--- src/rtl/vlc_pkg.sv ---
// Shared VLC definitions: frame states, framing bytes and the Manchester chip convention.
// The future vlc_manchester_rx uses the same package.
package vlc_pkg;

  typedef enum logic [2:0] {
    IDLE,
    PREAMBLE,
    SFD,
    DATA,
    GAP
  } vlc_state_t;

  localparam logic [7:0] VLC_PREAMBLE = 8'h55;
  localparam logic [7:0] VLC_SFD      = 8'hD5;

  // Line level of the first chip of a '1' bit; the second chip is always its complement.
  localparam logic VLC_CHIP0_OF_ONE = 1'b0;

  function automatic logic chip_level(input logic bit_val, input logic second);
    return (bit_val ~^ VLC_CHIP0_OF_ONE) ^ second;
  endfunction

endpackage

--- src/rtl/vlc_manchester_tx_if.sv ---
// Byte stream from the Nios-side buffer into the VLC transmitter (valid/ready).
interface vlc_manchester_tx_if;

  logic [7:0] tx_data;
  logic       tx_last;
  logic       tx_valid;
  logic       tx_ready;

  modport master (output tx_data, output tx_last, output tx_valid, input tx_ready);
  modport slave  (input tx_data, input tx_last, input tx_valid, output tx_ready);

endinterface

--- src/rtl/vlc_chip_timer.sv ---
// Divides clk into Manchester chips: one chip_tick per CLK_DIV cycles while enabled,
// with chip_phase telling whether the current chip is the first or second of its bit.
module vlc_chip_timer #(
  parameter int CLK_DIV = 50
) (
  input  logic clk,
  input  logic reset_n,
  input  logic en,
  input  logic clear,
  output logic chip_tick,
  output logic chip_phase
);

  localparam int              CNT_W    = $clog2(CLK_DIV);
  localparam logic [CNT_W-1:0] CNT_LAST = CNT_W'(CLK_DIV - 1);

  logic [CNT_W-1:0] count;

  assign chip_tick = en & (count == CNT_LAST);

  always_ff @(posedge clk or negedge reset_n) begin
    if (!reset_n) begin
      count      <= '0;
      chip_phase <= 1'b0;
    end else if (clear) begin
      count      <= '0;
      chip_phase <= 1'b0;
    end else if (en) begin
      if (count == CNT_LAST) begin
        count      <= '0;
        chip_phase <= ~chip_phase;
      end else begin
        count <= count + CNT_W'(1);
      end
    end
  end

endmodule

--- src/rtl/vlc_manchester_tx.sv ---
// VLC transmitter: frames stream bytes as preamble + SFD + payload, Manchester-encodes
// them MSB first onto the LED line and forces an idle gap after every frame.
module vlc_manchester_tx
  import vlc_pkg::*;
#(
  parameter int   CLK_DIV    = 50,
  parameter int   PRE_BYTES  = 2,
  parameter int   GAP_BITS   = 16,
  parameter logic IDLE_LEVEL = 1'b0
) (
  input  logic                clk,
  input  logic                reset_n,
  input  logic                istart,
  vlc_manchester_tx_if.slave  tx,
  output logic                led_out,
  output logic                busy,
  output logic                frame_done,
  output logic                underrun
);

  localparam int GAP_CHIPS = (GAP_BITS > 0) ? 2 * GAP_BITS : 1;
  localparam int BYTE_W    = $clog2(PRE_BYTES + 1);
  localparam int GAP_W     = $clog2(GAP_CHIPS + 1);
  localparam logic [BYTE_W-1:0] PRE_LAST = BYTE_W'(PRE_BYTES - 1);
  localparam logic [GAP_W-1:0]  GAP_LAST = GAP_W'(GAP_CHIPS - 1);

  vlc_state_t        state;
  logic [7:0]        hold_data;
  logic              hold_last;
  logic              full;
  logic [7:0]        shreg;
  logic              cur_last;
  logic              und_flag;
  logic [2:0]        bit_cnt;
  logic [BYTE_W-1:0] byte_cnt;
  logic [GAP_W-1:0]  gap_cnt;
  logic              chip_tick;
  logic              chip_phase;
  logic              accept;
  logic              start;
  logic              bit_end;
  logic              byte_end;
  logic              load;

  vlc_chip_timer #(.CLK_DIV(CLK_DIV)) u_timer (
    .clk        (clk),
    .reset_n    (reset_n),
    .en         (busy),
    .clear      (~busy),
    .chip_tick  (chip_tick),
    .chip_phase (chip_phase)
  );

  assign tx.tx_ready = ~full;
  assign accept      = tx.tx_valid & ~full;
  assign start       = (state == IDLE) & istart & full;
  assign bit_end     = chip_tick & chip_phase &
                       ((state == PREAMBLE) | (state == SFD) | (state == DATA));
  assign byte_end    = bit_end & (bit_cnt == 3'd7);
  // Shifter takes the held byte after the SFD, or seamlessly between payload bytes.
  assign load        = byte_end & ((state == SFD) | ((state == DATA) & ~cur_last & full));

  // Data registers carry no reset; validity is tracked by full and the FSM.
  always_ff @(posedge clk) begin
    if (accept) begin
      hold_data <= tx.tx_data;
      hold_last <= tx.tx_last;
    end
    if (start) begin
      shreg <= VLC_PREAMBLE;
    end else if (load) begin
      shreg <= hold_data;
    end else if (byte_end && (state == PREAMBLE)) begin
      shreg <= (byte_cnt == PRE_LAST) ? VLC_SFD : VLC_PREAMBLE;
    end else if (bit_end) begin
      shreg <= {shreg[6:0], 1'b0};
    end
  end

  always_ff @(posedge clk or negedge reset_n) begin
    if (!reset_n) begin
      full <= 1'b0;
    end else begin
      full <= (full & ~load) | accept;
    end
  end

  always_ff @(posedge clk or negedge reset_n) begin
    if (!reset_n) begin
      state      <= IDLE;
      led_out    <= IDLE_LEVEL;
      busy       <= 1'b0;
      frame_done <= 1'b0;
      underrun   <= 1'b0;
      cur_last   <= 1'b0;
      und_flag   <= 1'b0;
      bit_cnt    <= '0;
      byte_cnt   <= '0;
      gap_cnt    <= '0;
    end else begin
      frame_done <= 1'b0;
      underrun   <= 1'b0;
      case (state)
        IDLE: begin
          if (start) begin
            state    <= PREAMBLE;
            busy     <= 1'b1;
            bit_cnt  <= '0;
            byte_cnt <= '0;
            und_flag <= 1'b0;
            led_out  <= chip_level(VLC_PREAMBLE[7], 1'b0);
          end
        end
        PREAMBLE, SFD, DATA: begin
          if (chip_tick && !chip_phase) begin
            led_out <= chip_level(shreg[7], 1'b1);
          end else if (chip_tick && bit_cnt != 3'd7) begin
            bit_cnt <= bit_cnt + 3'd1;
            led_out <= chip_level(shreg[6], 1'b0);
          end else if (chip_tick) begin
            bit_cnt <= '0;
            if (state == PREAMBLE) begin
              if (byte_cnt == PRE_LAST) begin
                state   <= SFD;
                led_out <= chip_level(VLC_SFD[7], 1'b0);
              end else begin
                byte_cnt <= byte_cnt + BYTE_W'(1);
                led_out  <= chip_level(VLC_PREAMBLE[7], 1'b0);
              end
            end else if (state == SFD || (!cur_last && full)) begin
              state    <= DATA;
              cur_last <= hold_last;
              led_out  <= chip_level(hold_data[7], 1'b0);
            end else begin
              // Either the frame ended cleanly or the source starved us mid-frame.
              state    <= GAP;
              gap_cnt  <= '0;
              led_out  <= IDLE_LEVEL;
              underrun <= ~cur_last;
              und_flag <= ~cur_last;
            end
          end
        end
        GAP: begin
          if (chip_tick) begin
            if (gap_cnt == GAP_LAST) begin
              state      <= IDLE;
              busy       <= 1'b0;
              frame_done <= ~und_flag;
            end else begin
              gap_cnt <= gap_cnt + GAP_W'(1);
            end
          end
        end
        default: begin
          state   <= IDLE;
          busy    <= 1'b0;
          led_out <= IDLE_LEVEL;
        end
      endcase
    end
  end

endmodule

--- src/flat_wrapper.sv ---
// flat-port wrapper written by rule: the top's interface ports become plain ports
module vlc_manchester_tx_flat import vlc_pkg::*;
#(
  parameter int   CLK_DIV    = 50,
  parameter int   PRE_BYTES  = 2,
  parameter int   GAP_BITS   = 16,
  parameter logic IDLE_LEVEL = 1'b0
)
  (clk, reset_n, istart, led_out, busy, frame_done, underrun, tx_tx_data, tx_tx_last, tx_tx_valid, tx_tx_ready);
  vlc_manchester_tx_if tx_i ();
  input  logic clk;
  input  logic reset_n;
  input  logic istart;
  output logic led_out;
  output logic busy;
  output logic frame_done;
  output logic underrun;
  input wire logic [$bits(tx_i.tx_data)-1:0] tx_tx_data;
  input wire logic [$bits(tx_i.tx_last)-1:0] tx_tx_last;
  input wire logic [$bits(tx_i.tx_valid)-1:0] tx_tx_valid;
  output wire logic [$bits(tx_i.tx_ready)-1:0] tx_tx_ready;
  assign tx_i.tx_data = tx_tx_data;
  assign tx_i.tx_last = tx_tx_last;
  assign tx_i.tx_valid = tx_tx_valid;
  assign tx_tx_ready = tx_i.tx_ready;
  vlc_manchester_tx #(.CLK_DIV(CLK_DIV), .PRE_BYTES(PRE_BYTES), .GAP_BITS(GAP_BITS), .IDLE_LEVEL(IDLE_LEVEL)) u_core (.clk(clk), .reset_n(reset_n), .istart(istart), .tx(tx_i), .led_out(led_out), .busy(busy), .frame_done(frame_done), .underrun(underrun));
endmodule
--- config.mk ---
export PLATFORM = sky130hd
export DESIGN_NAME = vlc_manchester_tx_flat
export DESIGN_NICKNAME = d
export VERILOG_FILES = /design/src/rtl/vlc_pkg.sv /design/src/rtl/vlc_manchester_tx_if.sv /design/src/rtl/vlc_chip_timer.sv /design/src/rtl/vlc_manchester_tx.sv /design/src/flat_wrapper.sv
export SDC_FILE = /design/constraint.sdc
export NUM_CORES = 1
export LEC_CHECK = 0
export BUFFER_PORTS_ARGS = -buffer_cell sky130_fd_sc_hd__buf_2
export CAP_MARGIN = 5
export CELL_PAD_IN_SITES_DETAIL_PLACEMENT = 1
export CELL_PAD_IN_SITES_GLOBAL_PLACEMENT = 1
export CORE_ASPECT_RATIO = 0.7
export CORE_MARGIN = 4
export CORE_UTILIZATION = 44
export CTS_BUF_LIST = sky130_fd_sc_hd__clkbuf_8
export CTS_CLUSTER_SIZE = 16
export DETAILED_ROUTE_END_ITERATION = 6
export PLACE_DENSITY_LB_ADDON = 0.3
export SYNTH_ARGS = -nofsm -noshare
export SYNTH_HDL_FRONTEND = slang
export SYNTH_HIERARCHICAL = 1
export SYNTH_SLANG_ARGS = --single-unit
--- constraint.sdc ---
create_clock -name clk -period 1.8 [get_ports clk]
set_input_delay 0.09 -clock clk [delete_from_list [all_inputs] [get_ports clk]]
set_output_delay 0.09 -clock clk [all_outputs]
set_load 0.05 [all_outputs]
==> impl_metrics.json <==
{
  "power_density_nw_per_um2": 973,
  "ys_ff_latch": 45,
  "final_area_um2": 3220,
  "syn_area_per_cell_um2": 10.2,
  "cpPeakStageDelay_ns": 0.54,
  "crit_slowest_cell": "dfrtp_1",
  "rows": 21,
  "synth.net_count": 242,
  "postSynthCellCount": 223,
  "yosys_most_used_dff": "dfrtp_1",
  "finalMaxSlewViolations": 0,
  "ioPinCount": 18,
  "drt.antenna.violating_nets": 0,
  "tightest_slew_ns": 0.780,
  "place_area_um2": 2620,
  "synth_cell_types": 58,
  "drt-pass1-iter-count": 4,
  "die_area_um2": 6380,
  "cts.clk_slew.worst_paths_ns": 0.09,
  "seq_area_frac_synth_pct": 49.9,
  "fin_ws_ns": -0.217,
  "end_kind": "register",
  "status": "complete, but fails checks",
  "htreeDepth": 2,
  "power_leakage_nw": 1.32,
  "place.gp.congestion": 0.879,
  "worstPathCellList": "o21ba_2 -> o21ai_0 -> nor2_4 -> o22ai_2 -> o21ai_1",
  "grt_overflow": 0,
  "nNetsFinal": 310,
  "grt_pass1_wl_um": 12500,
  "core-area_um2": 4890,
  "crit_family": "compound AO/OA/AOI/OAI gates",
  "start_kind": "register",
  "crit_fanout": 10,
  "die_w_um": 93.8,
  "grt_max_degree": 29,
  "post-route-period-util_pct": 112,
  "drc": 0,
  "cap_violations": 0,
  "vias": 2135,
  "cts_tree": "yes",
  "viasPerCell": 5.91,
  "arrival_ns": 2.25,
  "slew_headroom_pct": 47.4,
  "diodes": 0,
  "grt_util_all_layers_pct": 26.9,
  "cts_root_buf": "clkbuf_8",
  "wl_per_cell_um": 23.6,
  "portBuffers": 17,
  "dp_hpwl_um": 4540,
  "areaGrowthSynthToFinish_pct": 42.0,
  "ys_warn_count": 6,
  "drt_iter0_drc": 135,
  "peakVddDrop_mv": 0.487,
  "holdWs_ns": 0.339,
  "finalCriticalPeriod_ns": 2.02,
  "hold_viol": 0,
  "clk_path_buf_depth": 2,
  "crit_type": "reg2reg",
  "fp.dieH_um": 68.0,
  "place_ws_ns": -0.150,
  "numCtsBuffers": 5,
  "grt_pass1_vias": 2250,
  "path_buf_inv": 0,
  "hold_path_class": "in2async",
  "antenna_found_initial": 0,
  "fill_cells": 535,
  "crit_required_ns": 2.03,
  "fmax_mhz": 496,
  "drive_gt1_share_pct": 40.4,
  "drt_wl_total_um": 8510,
  "start_util_pct": 46.4,
  "syn_area_um2": 2270,
  "rsz0062_at_grt": "yes",
  "worstSkewPairLatency_ns": 0.31,
  "fin_skew_ns": 0.00891,
  "failed_checks": "setup timing",
  "setup_viol": 25,
  "cts.sink_count": 45,
  "synth_edf_count": 9,
  "async_flop_share_pct": 62.2
}
==> synth_stat cells (all sizes together) (6+ instances only) <==
library cell  number  area share, %
a21oi             11            2.6
buf                7            2.2
dfrtp             28             31
dfxtp              8            7.1
edfxtp             9             12
ha                 6            3.3
inv                7            1.2
nand2             22            4.1
nand2b             7            1.9
nand3              6            1.3
nor2              19            3.9
nor2b              6            1.7
nor3               9            2.2
o21ai             27            6.0
==> repair_timing <==
item	4_1_cts	5_1_grt
hold buffers	10	0
cloned	1	0
gates resized for setup	31	28
setup endpoints to repair	19	27
hold endpoints to repair	37	0
buffers inserted	7	5
pin swaps	14	18
==> final cells by class <==
type,instances,area (µm²),share of cell area [%]
tap,69,86.3,2.68
sequential,45,1130,35.2
inverter,7,26.3,0.817
multi-input combinational,164,1310,40.8
timing repair buffer,68,523,16.3
clock inverter,3,65.1,2.02
clock buffer,5,68.8,2.14
==> cells by family (layout without fill, tap and decap cells) <==
logic type | Yosys count | after routing | share of synthesized area (%)
xor+xnor | 5 | 5 | 1.93
fa+ha+maj | 6 | 6 | 3.31
flops | 45 | 45 | 49.9
buf+inv | 14 | 83 | 3.31
simple gates | 87 | 87 | 21.8
mux | 2 | 2 | 0.939
compound gates | 64 | 64 | 18.8
==> layer usage <==
layer | vias up | global-route usage (%) | part of all wire (%)
met5 | - | 0 | 0
met4 | 0 | 11.7 | 3.7
met2 | 74 | 45.1 | 50
met1 | 1092 | 34.5 | 41
met3 | 24 | 5.05 | 5.4
li1 | 945 | - | -
==> where the power goes <==
group          internal [mW]  switching (mW)  leakage (nW)
Combinational          0.336           0.646         0.743
Sequential              1.10           0.115         0.506
Clock                  0.552           0.376        0.0681
==> worst paths after layout <==
path,from,end,slack [ns],cells past startpoint
max,u_core/state[2],u_core/shreg[6],-0.22,5
min in group clk,tx_tx_valid,u_core/full,0.37,4
max reg2reg,u_core/state[2],u_core/shreg[6],-0.22,5
min reg2reg,u_core/und_flag,u_core/frame_done,0.48,1
min,reset_n,u_core/gap_cnt[2],0.34,2
max in group asynchronous,reset_n,u_core/state[0],1.00,2
==> state kept, by name, indices dropped and copies added, names as in the netlist <==
name	count
u_core/byte_cnt	2
u_core/full	1
u_core/hold_data	8
u_core/busy	1
u_core/hold_last	1
u_core/frame_done	1
u_core/und_flag	1
u_core/bit_cnt	3
u_core/gap_cnt	6
u_core/cur_last	1
u_core/u_timer/count	6
u_core/shreg	8
u_core/u_timer/chip_phase	1
u_core/led_out	1
u_core/underrun	1
u_core/state	3
==> per-stage QoR <==
step                      setup TNS (ns)  instances  power, mW  util [%]
after global routing               -4.77        361       3.23      65.8
after global placement            -0.216        331       1.91      53.5
final                              -3.11        361       3.13      65.8
after floorplan                   -0.891        223       1.65         -
after detailed placement           -1.34        331       1.93      53.5
after CTS                          -1.79        356       2.91      62.0
==> layout by cell type, fill, tap and decap left out, types with 3 or more instances in the layout <==
cell           netlist  layout
a31oi_1              4       4
o21ai_0             17      11
nor2b_1              6       6
o21ai_2              0       6
nand2_1             20      19
a221oi_2             0       3
dfxtp_1              8       8
nand2b_1             7       6
nor3_1               8       4
dlygate4sd3_1        0      10
nor3_2               1       3
o22ai_2              0       3
nand3_1              6       3
buf_6                1       8
inv_1                7       7
dfrtp_1             28      26
nand3_4              0       3
edfxtp_1             9       9
o21ai_1             10       9
xor2_1               4       4
ha_1                 6       6
clkbuf_8             0       5
buf_4                3      33
nor2_4               2       4
nor2_1              16      13
a21oi_1             10      10
buf_2                3      17
No activity file was read; power rests on OpenSTA's default activity.
